==> config.mk <==
export PLATFORM = sky130hd
export DESIGN_NAME = fp_add_packer_flat
export DESIGN_NICKNAME = d
export VERILOG_FILES = /design/src/rtl/fp32_pkg.sv /design/src/rtl/fp_add_packer_if.sv /design/src/rtl/fp_add_packer_rne_rounder.sv /design/src/rtl/fp_add_packer.sv /design/src/flat_wrapper.sv
export SDC_FILE = /design/constraint.sdc
export NUM_CORES = 1
export LEC_CHECK = 0
export ABC_AREA = 1
export CAP_MARGIN = 25
export CORE_ASPECT_RATIO = 1.25
export CORE_MARGIN = 1
export CORE_UTILIZATION = 45
export DETAILED_ROUTE_END_ITERATION = 12
export PLACE_DENSITY = 0.77
export SLEW_MARGIN = 25
export SYNTH_ARGS = -nofsm -noshare
export SYNTH_HDL_FRONTEND = slang
export SYNTH_SLANG_ARGS = --single-unit
==> constraint.sdc <==
create_clock -name clk -period 4.8 [get_ports clk]
set_input_delay 1.2 -clock clk [delete_from_list [all_inputs] [get_ports clk]]
set_output_delay 1.2 -clock clk [all_outputs]
set_load 0.005 [all_outputs]
==> src/rtl/fp32_pkg.sv <==
// Shared FP32 constants for the adder back end: field widths, mant_sum bit
// positions, the packer state encoding and a small packing helper.
package fp32_pkg;

    localparam int EXP_W      = 8;
    localparam int FRAC_W     = 23;
    localparam int SIG_W      = 24;
    localparam int MANT_SUM_W = 50;
    localparam int BIAS       = 127;

    localparam logic [EXP_W-1:0] EXP_MAX = 8'hFF;
    localparam logic [31:0]      QNAN    = 32'h7FC0_0000;

    // mant_sum layout: carry, hidden, fraction, guard, sticky field
    localparam int CARRY_BIT  = 49;
    localparam int HIDDEN_BIT = 48;
    localparam int FRAC_MSB   = 47;
    localparam int FRAC_LSB   = 25;
    localparam int GUARD_BIT  = 24;
    localparam int STICKY_MSB = 23;

    typedef enum logic [1:0] {
        ST_IDLE  = 2'd0,
        ST_NORM  = 2'd1,
        ST_ROUND = 2'd2,
        ST_OUT   = 2'd3
    } pk_state_e;

    function automatic logic [31:0] fp_inf(input logic sign);
        return {sign, EXP_MAX, 23'h000000};
    endfunction

endpackage

==> src/rtl/fp_add_packer_if.sv <==
// Handshake and data bundle between the operand preparer and the packer,
// plus the packed-result side towards the consumer.
interface fp_add_packer_if;

    logic                              in_valid;
    logic                              in_ready;
    logic [fp32_pkg::MANT_SUM_W-1:0]   mant_sum;
    logic [fp32_pkg::EXP_W-1:0]        exp_max;
    logic                              res_sig;
    logic                              NaN_res;
    logic                              inf_res;
    logic                              out_valid;
    logic                              out_ready;
    logic [31:0]                       result;
    logic                              overflow;
    logic                              inexact;

    modport master (
        output in_valid, mant_sum, exp_max, res_sig, NaN_res, inf_res, out_ready,
        input  in_ready, out_valid, result, overflow, inexact
    );

    modport slave (
        input  in_valid, mant_sum, exp_max, res_sig, NaN_res, inf_res, out_ready,
        output in_ready, out_valid, result, overflow, inexact
    );

endinterface

==> src/rtl/fp_add_packer_rne_rounder.sv <==
// Combinational round-to-nearest-even on a 24-bit significand; shared by the
// add, mul and div packers.
module rne_rounder
    import fp32_pkg::*;
(
    input  logic [SIG_W-1:0] sig_i,
    input  logic             guard_i,
    input  logic             sticky_i,
    output logic [SIG_W-1:0] sig_o,
    output logic             carry_o,
    output logic             inexact_o
);

    logic           inc_s;
    logic [SIG_W:0] sum_s;

    // Round up above half, or exactly half when the kept lsb is odd.
    always_comb begin
        inc_s     = guard_i & (sticky_i | sig_i[0]);
        sum_s     = {1'b0, sig_i} + {{SIG_W{1'b0}}, inc_s};
        sig_o     = sum_s[SIG_W-1:0];
        carry_o   = sum_s[SIG_W];
        inexact_o = guard_i | sticky_i;
    end

endmodule

==> src/rtl/fp_add_packer.sv <==
// FP32 adder back end: iterative normalisation, RNE rounding and IEEE-754
// packing of the preparer's aligned magnitude sum. One result in flight.
module fp_add_packer #(
    parameter int          MANT_W = 50,
    parameter logic [31:0] QNAN   = 32'h7FC0_0000
) (
    input  logic           clk,
    input  logic           rst,
    fp_add_packer_if.slave bus
);
    import fp32_pkg::*;

    pk_state_e         state_q, state_d;
    logic [MANT_W-1:0] mant_q, mant_d;
    logic [9:0]        exp_q, exp_d;
    logic              sign_q, sign_d;
    logic [31:0]       result_q, result_d;
    logic              ovf_q, ovf_d;
    logic              inx_q, inx_d;

    logic [SIG_W-1:0]  rnd_sig_s;
    logic              rnd_carry_s;
    logic              rnd_inexact_s;
    logic              sticky_s;
    logic [9:0]        exp_rnd_s;
    logic              hidden_s;
    logic [FRAC_W-1:0] frac_s;
    logic [EXP_W-1:0]  exp_field_s;

    assign sticky_s = |mant_q[STICKY_MSB:0];

    rne_rounder u_rnd (
        .sig_i     (mant_q[HIDDEN_BIT:FRAC_LSB]),
        .guard_i   (mant_q[GUARD_BIT]),
        .sticky_i  (sticky_s),
        .sig_o     (rnd_sig_s),
        .carry_o   (rnd_carry_s),
        .inexact_o (rnd_inexact_s)
    );

    // A rounding carry means the significand became 1.0 at the next exponent.
    assign exp_rnd_s   = exp_q + {9'd0, rnd_carry_s};
    assign hidden_s    = rnd_carry_s | rnd_sig_s[SIG_W-1];
    assign frac_s      = rnd_carry_s ? 23'd0 : rnd_sig_s[FRAC_W-1:0];
    assign exp_field_s = ((exp_rnd_s == 10'd1) && !hidden_s) ? 8'h00 : exp_rnd_s[EXP_W-1:0];

    // State and datapath registers.
    always_ff @(posedge clk) begin
        if (rst) begin
            state_q  <= ST_IDLE;
            mant_q   <= '0;
            exp_q    <= 10'd0;
            sign_q   <= 1'b0;
            result_q <= 32'd0;
            ovf_q    <= 1'b0;
            inx_q    <= 1'b0;
        end else begin
            state_q  <= state_d;
            mant_q   <= mant_d;
            exp_q    <= exp_d;
            sign_q   <= sign_d;
            result_q <= result_d;
            ovf_q    <= ovf_d;
            inx_q    <= inx_d;
        end
    end

    // Next-state and datapath update, one normalisation decision per cycle.
    always_comb begin
        state_d  = state_q;
        mant_d   = mant_q;
        exp_d    = exp_q;
        sign_d   = sign_q;
        result_d = result_q;
        ovf_d    = ovf_q;
        inx_d    = inx_q;
        case (state_q)
            ST_IDLE: begin
                if (bus.in_valid) begin
                    mant_d = bus.mant_sum;
                    exp_d  = {2'b00, bus.exp_max};
                    sign_d = bus.res_sig;
                    ovf_d  = 1'b0;
                    inx_d  = 1'b0;
                    if (bus.NaN_res) begin
                        result_d = QNAN;
                        state_d  = ST_OUT;
                    end else if (bus.inf_res) begin
                        result_d = fp_inf(bus.res_sig);
                        state_d  = ST_OUT;
                    end else if (bus.mant_sum == '0) begin
                        result_d = {bus.res_sig, 31'd0};
                        state_d  = ST_OUT;
                    end else begin
                        state_d  = ST_NORM;
                    end
                end else begin
                    state_d = ST_IDLE;
                end
            end
            ST_NORM: begin
                if (mant_q[CARRY_BIT]) begin
                    mant_d  = {1'b0, mant_q[MANT_W-1:2], mant_q[1] | mant_q[0]};
                    exp_d   = exp_q + 10'd1;
                    state_d = ST_ROUND;
                end else if (mant_q[HIDDEN_BIT]) begin
                    state_d = ST_ROUND;
                end else if (exp_q <= 10'd1) begin
                    // Already at the minimum exponent: leave as a denormal.
                    state_d = ST_ROUND;
                end else begin
                    mant_d  = {mant_q[MANT_W-2:0], 1'b0};
                    exp_d   = exp_q - 10'd1;
                    state_d = ST_NORM;
                end
            end
            ST_ROUND: begin
                inx_d = rnd_inexact_s;
                if (exp_rnd_s >= 10'd255) begin
                    result_d = fp_inf(sign_q);
                    ovf_d    = 1'b1;
                end else begin
                    result_d = {sign_q, exp_field_s, frac_s};
                    ovf_d    = 1'b0;
                end
                state_d = ST_OUT;
            end
            ST_OUT: begin
                if (bus.out_ready) begin
                    state_d = ST_IDLE;
                end else begin
                    state_d = ST_OUT;
                end
            end
            default: begin
                state_d = ST_IDLE;
            end
        endcase
    end

    assign bus.in_ready  = (state_q == ST_IDLE);
    assign bus.out_valid = (state_q == ST_OUT);
    assign bus.result    = result_q;
    assign bus.overflow  = ovf_q;
    assign bus.inexact   = inx_q;

endmodule

==> src/flat_wrapper.sv <==
// flat-port wrapper written by rule: the top's interface ports become plain ports
module fp_add_packer_flat import fp32_pkg::*;
#(
    parameter int          MANT_W = 50,
    parameter logic [31:0] QNAN   = 32'h7FC0_0000
)
  (clk, rst, bus_in_valid, bus_mant_sum, bus_exp_max, bus_res_sig, bus_NaN_res, bus_inf_res, bus_out_ready, bus_in_ready, bus_out_valid, bus_result, bus_overflow, bus_inexact);
  fp_add_packer_if bus_i ();
  input  logic clk;
  input  logic rst;
  input wire logic [$bits(bus_i.in_valid)-1:0] bus_in_valid;
  input wire logic [$bits(bus_i.mant_sum)-1:0] bus_mant_sum;
  input wire logic [$bits(bus_i.exp_max)-1:0] bus_exp_max;
  input wire logic [$bits(bus_i.res_sig)-1:0] bus_res_sig;
  input wire logic [$bits(bus_i.NaN_res)-1:0] bus_NaN_res;
  input wire logic [$bits(bus_i.inf_res)-1:0] bus_inf_res;
  input wire logic [$bits(bus_i.out_ready)-1:0] bus_out_ready;
  output wire logic [$bits(bus_i.in_ready)-1:0] bus_in_ready;
  output wire logic [$bits(bus_i.out_valid)-1:0] bus_out_valid;
  output wire logic [$bits(bus_i.result)-1:0] bus_result;
  output wire logic [$bits(bus_i.overflow)-1:0] bus_overflow;
  output wire logic [$bits(bus_i.inexact)-1:0] bus_inexact;
  assign bus_i.in_valid = bus_in_valid;
  assign bus_i.mant_sum = bus_mant_sum;
  assign bus_i.exp_max = bus_exp_max;
  assign bus_i.res_sig = bus_res_sig;
  assign bus_i.NaN_res = bus_NaN_res;
  assign bus_i.inf_res = bus_inf_res;
  assign bus_i.out_ready = bus_out_ready;
  assign bus_in_ready = bus_i.in_ready;
  assign bus_out_valid = bus_i.out_valid;
  assign bus_result = bus_i.result;
  assign bus_overflow = bus_i.overflow;
  assign bus_inexact = bus_i.inexact;
  fp_add_packer #(.MANT_W(MANT_W), .QNAN(QNAN)) u_core (.clk(clk), .rst(rst), .bus(bus_i));
endmodule
[Word-level counts from Yosys, hierarchy flattened]
Index checks and enable logic that the tools add are counted.
Word-level totals
  output and inout bits: 36
  bits of input ports: 65
  logic and storage cells: 70
  register bits: 97
Cells by class
  reduce and logical (&&, ||, !) cells: 12
  eq/ne operators: 8
  mux-type cells: 31
  bitwise gates (word level): 5
  $add $sub $neg: 4
  $lt $le $gt $ge: 2
Operators by type and width (number)
  $mux W50: 3
  $mux W32: 4
  $pmux W50 S2: 1
  $pmux W32 S2: 1
  $logic_not A50 Y1: 1
  $mux W49: 1
  $mux W10: 4
  $mux W31: 1
  $add A24 B1 Y25: 1
  $reduce_or A24 Y1: 1
  $mux W23: 1
  $pmux W10 S2: 1
  $mux W2: 8
  $add A10 B1 Y10: 1
  $add A10 B1 Y10 const B: 1
  $eq A10 B1 Y1 const B: 1
  $ge A10 B8 Y1 const B: 1
  $le A10 B1 Y1 const B: 1
  $sub A10 B1 Y10 const B: 1
  $mux W8: 1
  $pmux W2 S4: 1
  $ne A3 B2 Y1 const B: 2
  $reduce_and A2 Y1: 3
  $eq A2 B2 Y1 const B: 2
  other kinds (13): 19

[Logic depth before layout (Yosys ltp)]
  word-level depth: 10
  depth in mapped cells: 24
  gate-level depth less buffers: 24

[Modules after synthesis]
A second synthesis with hierarchy kept.
Second synthesis, totals
  cells, all modules: 1044
  area, all modules: 6424.9 um^2
Modules (own cells, without submodules)
  fp_add_packer: cells each 918, area an instance 5681.7 um^2, times used 1, seq. area each 1941.9 um^2
  rne_rounder: cells each 126, area an instance 743.2 um^2, times used 1, seq. area each 0.0 um^2

[Least setup slack after synthesis]
OpenSTA, ideal clock, no wires.
  path type: register to register
  start point: register u_core.mant_q[24]
  end point: register u_core.result_q[19] (netlist: u_core.bus.result[19])
  data required time: 4733 ps
  library setup time: 67 ps
  path buffers: 1
  arrival time: 2846 ps
  setup slack: 1887 ps
  period minus slack after synthesis: 2913 ps
  stages on the path, launching flop included: 23
  cell sequence: dfxtp_1 -> nand2_1 -> inv_1 -> ha_1 -> nand2_1 -> inv_1 -> nand2_1 -> nor3_1 -> nand3_1 -> nor2_1 -> ha_1 -> ha_1 -> nand2_1 -> nor2_2 -> nand2_1 -> nand2_1 -> nand2_2 -> nor2_8 -> nand2_4 -> nor2_4 -> buf_8 -> nand2_2 -> a21oi_2
On the way
  cells in the longest elaborated chain, start to end: 6
  elaborated cells between the ends (all ways): 7
  those cells by class: 2 x add/sub; 1 x order compare; 3 x mux; 1 x bitwise
RTL lines
  from (decl): line fp_add_packer.sv:14  | logic [MANT_W-1:0] mant_q, mant_d;
  from (signal assigned): line fp_add_packer.sv:59  | mant_q <= mant_d;
  $and A1 B1 Y1 (*): line fp_add_packer_rne_rounder.sv:19  | inc_s = guard_i & (sticky_i | sig_i[0]);
  $add A24 B1 Y25 (*): line fp_add_packer_rne_rounder.sv:20  | sum_s = {1'b0, sig_i} + {{SIG_W{1'b0}}, inc_s};
  $add A10 B1 Y10: line fp_add_packer.sv:42  | assign exp_rnd_s = exp_q + {9'd0, rnd_carry_s};
  $ge A10 B8 Y1: line fp_add_packer.sv:119  | if (exp_rnd_s >= 10'd255) begin
  $mux W31 (*): line fp_add_packer.sv:119
  $pmux W32 S2 (*): line fp_add_packer.sv:77  | case (state_q)
  to (signal assigned): line fp_add_packer.sv:62  | result_q <= result_d;
  to (decl): line fp_add_packer.sv:17  | logic [31:0] result_q, result_d;
Every way passes the cells marked *; elsewhere a longest branch is shown, timed or not.
A chain may end at the register's enable or synchronous reset.

[Worst setup path after layout]
  start point: register u_core.mant_q[24]
  end point: register u_core.result_q[12] (netlist: u_core.bus.result[12])
The elaborated chain is that of the path after synthesis.

==> flow_summary.ini <==
[run_status]
status = complete, no violations

[power_and_ir_drop]
total_power_w = 0.00402
pwr-share-clk = 0.175
p_int_w = 0.00212
switchingPower_w = 0.00190
p_sw_frac = 0.473
leakage_nw = 3.02
power_density_nw_per_um2 = 536
p_seq_frac = 0.347
pwr-share-comb = 0.478
peakVddDrop_v = 0.000327

[setup_path]
worstPathCellList = nand2_1, inv_1, ha_1, nand2_1, inv_1, nand2_1, nor3_1, nand3_1, nor2_1, ha_1, ha_1, nand2_1, nor2_2, nand2_1, nand2_1, nand2_1, nand2_1, inv_1, nand2_2, nand2_4, nor2_4, o21ai_0, a21oi_1
critPathMaxStageDelay_ns = 0.46
cp_data_arrival_time_ns = 4.10
cp-start-kind = flip-flop
crit_family = simple AND/OR/NAND/NOR gates
path_buf_inv = 3
critPathSlowestCell = nor2_4
path_max_fanout = 22
critPathKind = flip-flop to flip-flop
worst_setup_path_end_kind = flip-flop
cp_data_required_time_ns = 5.08
crit_top_cell = nand2_1

[logic_synthesis]
synth_area_leaders = dfxtp_1 31%, nand2_1 14%, nor2_1 8.8%
yosysWarnings = 0
ys_seq_area_frac = 0.312
syn-cell-area_sq_um = 6220
netlist_instances = 1021
synthDominantCellAreaShare = 0.312
syn_avg_cell_area_sq_um = 6.09
syn_nets = 1092
ys_types = 34
yosysTopAreaCell = dfxtp_1
synth-seq-cells = 97

[grt]
grt_pass1_wl_mm = 29.7
grtUsageTotal = 0.255
antenna_found_initial = 0
grt_pass1_vias = 6272
grt_start_max_net_pins = 61
grt.overflow.total = 0

[flow_run]
drv_cap = 0

[final_layout]
nNetsFinal = 1156
drive_gt1_frac = 0.0642
diodes = 0
area_delta_synth_final_pct = 20.7
final_cell_mix = 239 x nand2_1, 146 x nor2_1, 100 x clkdlybuf4s50_1
final_common_cell = nand2_1
fillCellCount = 1328
layout.cells.non_filler = 1261

[floorplanning]
initial_core_util = 0.466
die_width_um = 107
fp-row-count = 47
dieArea_sq_um = 14300
core_sq_um = 13300
dieHeight_um = 133
pin_count = 101

[routing]
wl_per_cell_um = 13.9
drc_errors = 0
wirelength_mm = 17.5
dr.pass1.iters = 5
vias = 6770
vias_per_cell = 5.37
postRouteAntennaNets = 0
first_iter_violations = 481

[sta]
worst_slack_ns = 0.986
fin_skew_ns = 0.00850
drv_slew = 0
worstMarginPinSlew_ns = 0.935
hold_viol = 0
fmax_mhz = 262
rsz0062_at_grt = false
finalCriticalPeriod_ns = 3.81
timing.final.crit_share = 0.795
finalSetupViolations = 0
final.setup.tns_ns = 0
relSlewSlack = 0.375

[clock_tree]
cts.sinks = 97
cts_buffers = 9
cts_tree = done
htreeDepth = 3
path_clk_slew_ns = 0.07
cts_setup_buffers = 0
clock_path_buffers = 2
cts_resized = 0
clock_latency_ns = 0.35
cts_hold_buffers = 0
cts_root_buf = clkbuf_16

[hold_path]
hold_path_class = flip-flop to flip-flop

[place]
dp_slack_ns = 1.01
gp_congestion = 0.939
dp.cells = 1245
hpwl_mm = 12.1
port-buffer-count = 100
==> path summary, 6_finish.rpt <==
check                                     startpoint                                  to  slack (ns)  cells past startpoint
setup / recovery      u_core.mant_q[24]$_SDFFE_PP0P_  u_core.bus.result[12]$_SDFFE_PP0P_        0.99                     23
hold / removal    u_core.bus.result[18]$_SDFFE_PP0P_  u_core.bus.result[18]$_SDFFE_PP0P_        0.46                      2
setup reg to reg      u_core.mant_q[24]$_SDFFE_PP0P_  u_core.bus.result[12]$_SDFFE_PP0P_        0.99                     23
hold reg to reg   u_core.bus.result[18]$_SDFFE_PP0P_  u_core.bus.result[18]$_SDFFE_PP0P_        0.46                      2
==> power groups by stage <==
| stage | combinational (W) | clock [W] | sequential, W |
|---|---|---|---|
| floorplan | 0.00148 | 0 | 0.00129 |
| global placement | 0.00189 | 0 | 0.00139 |
| global route | 0.00216 | 0.000749 | 0.00143 |
| detailed placement | 0.00190 | 0 | 0.00140 |
| CTS | 0.00191 | 0.000715 | 0.00138 |
| finish | 0.00192 | 0.000705 | 0.00140 |
==> cell type report <==
cell class	instances	area, sq um	share of cell area
Tap cell	171	214	0.0285
Multi-Input combinational cell	769	3630	0.483
Sequential cell	97	1940	0.259
Timing Repair Buffer	108	1060	0.141
Clock buffer	13	260	0.0347
Inverter	100	375	0.0500
Clock inverter	3	23.8	0.00317
==> synthesized netlist by cell type, drive strengths merged <==
library cell and number:
nor2 156, buf 27, xor2 18, ha 6, o22ai 5, mux2i 1
dfxtp 97, nor3 11, clkbuf 28, xnor2 1, o21ai 108, inv 100
a221oi 1, nand4 11, a21oi 94, a31oi 4, nand3 92, nor4 1
nand2 258, nand3b 2
==> cells by family after synthesis <==
family | Yosys count | synth area share
fa+ha+maj | 6 | 0.0121
compound gates | 212 | 0.179
flops | 97 | 0.312
xor+xnor | 19 | 0.0268
simple gates | 531 | 0.364
buf+inv | 155 | 0.104
mux | 1 | 0.00161
==> layer usage <==
layer	wire length (um)	GRT usage	share of wire
met3	1140	0.0426	0.065
met5	0	0	0
met4	344	0.0799	0.020
met2	8160	0.406	0.47
met1	7870	0.349	0.45
==> stage by stage <==
step           hold slack (ns)  utilization  area [sq um]
2_1_floorplan            0.455            -          6220
3_3_place_gp             0.454        0.541          7220
3_5_place_dp             0.456        0.541          7220
4_1_cts                  0.467        0.562          7500
5_1_grt                  0.488        0.562          7500
6_report                 0.463        0.562          7500
==> state kept, by name (all words and copies together), names as in the netlist <==
name,flops
u_core.bus.result,32
u_core.exp_q,10
u_core.bus.inexact,1
u_core.state_q,2
u_core.mant_q,50
u_core.bus.overflow,1
u_core.sign_q,1
==> worst register-to-register path: cells and delay by family (launching register included) <==
family / cells / cell delay [ns]
AO/OA/AOI/OAI: 2 / 0.33
adder cells (fa/ha/maj): 3 / 0.64
buffers and inverters: 3 / 0.27
flip-flops: 1 / 0.41
AND/OR/NAND/NOR: 15 / 2.07
(Power assumes the default switching activity.)
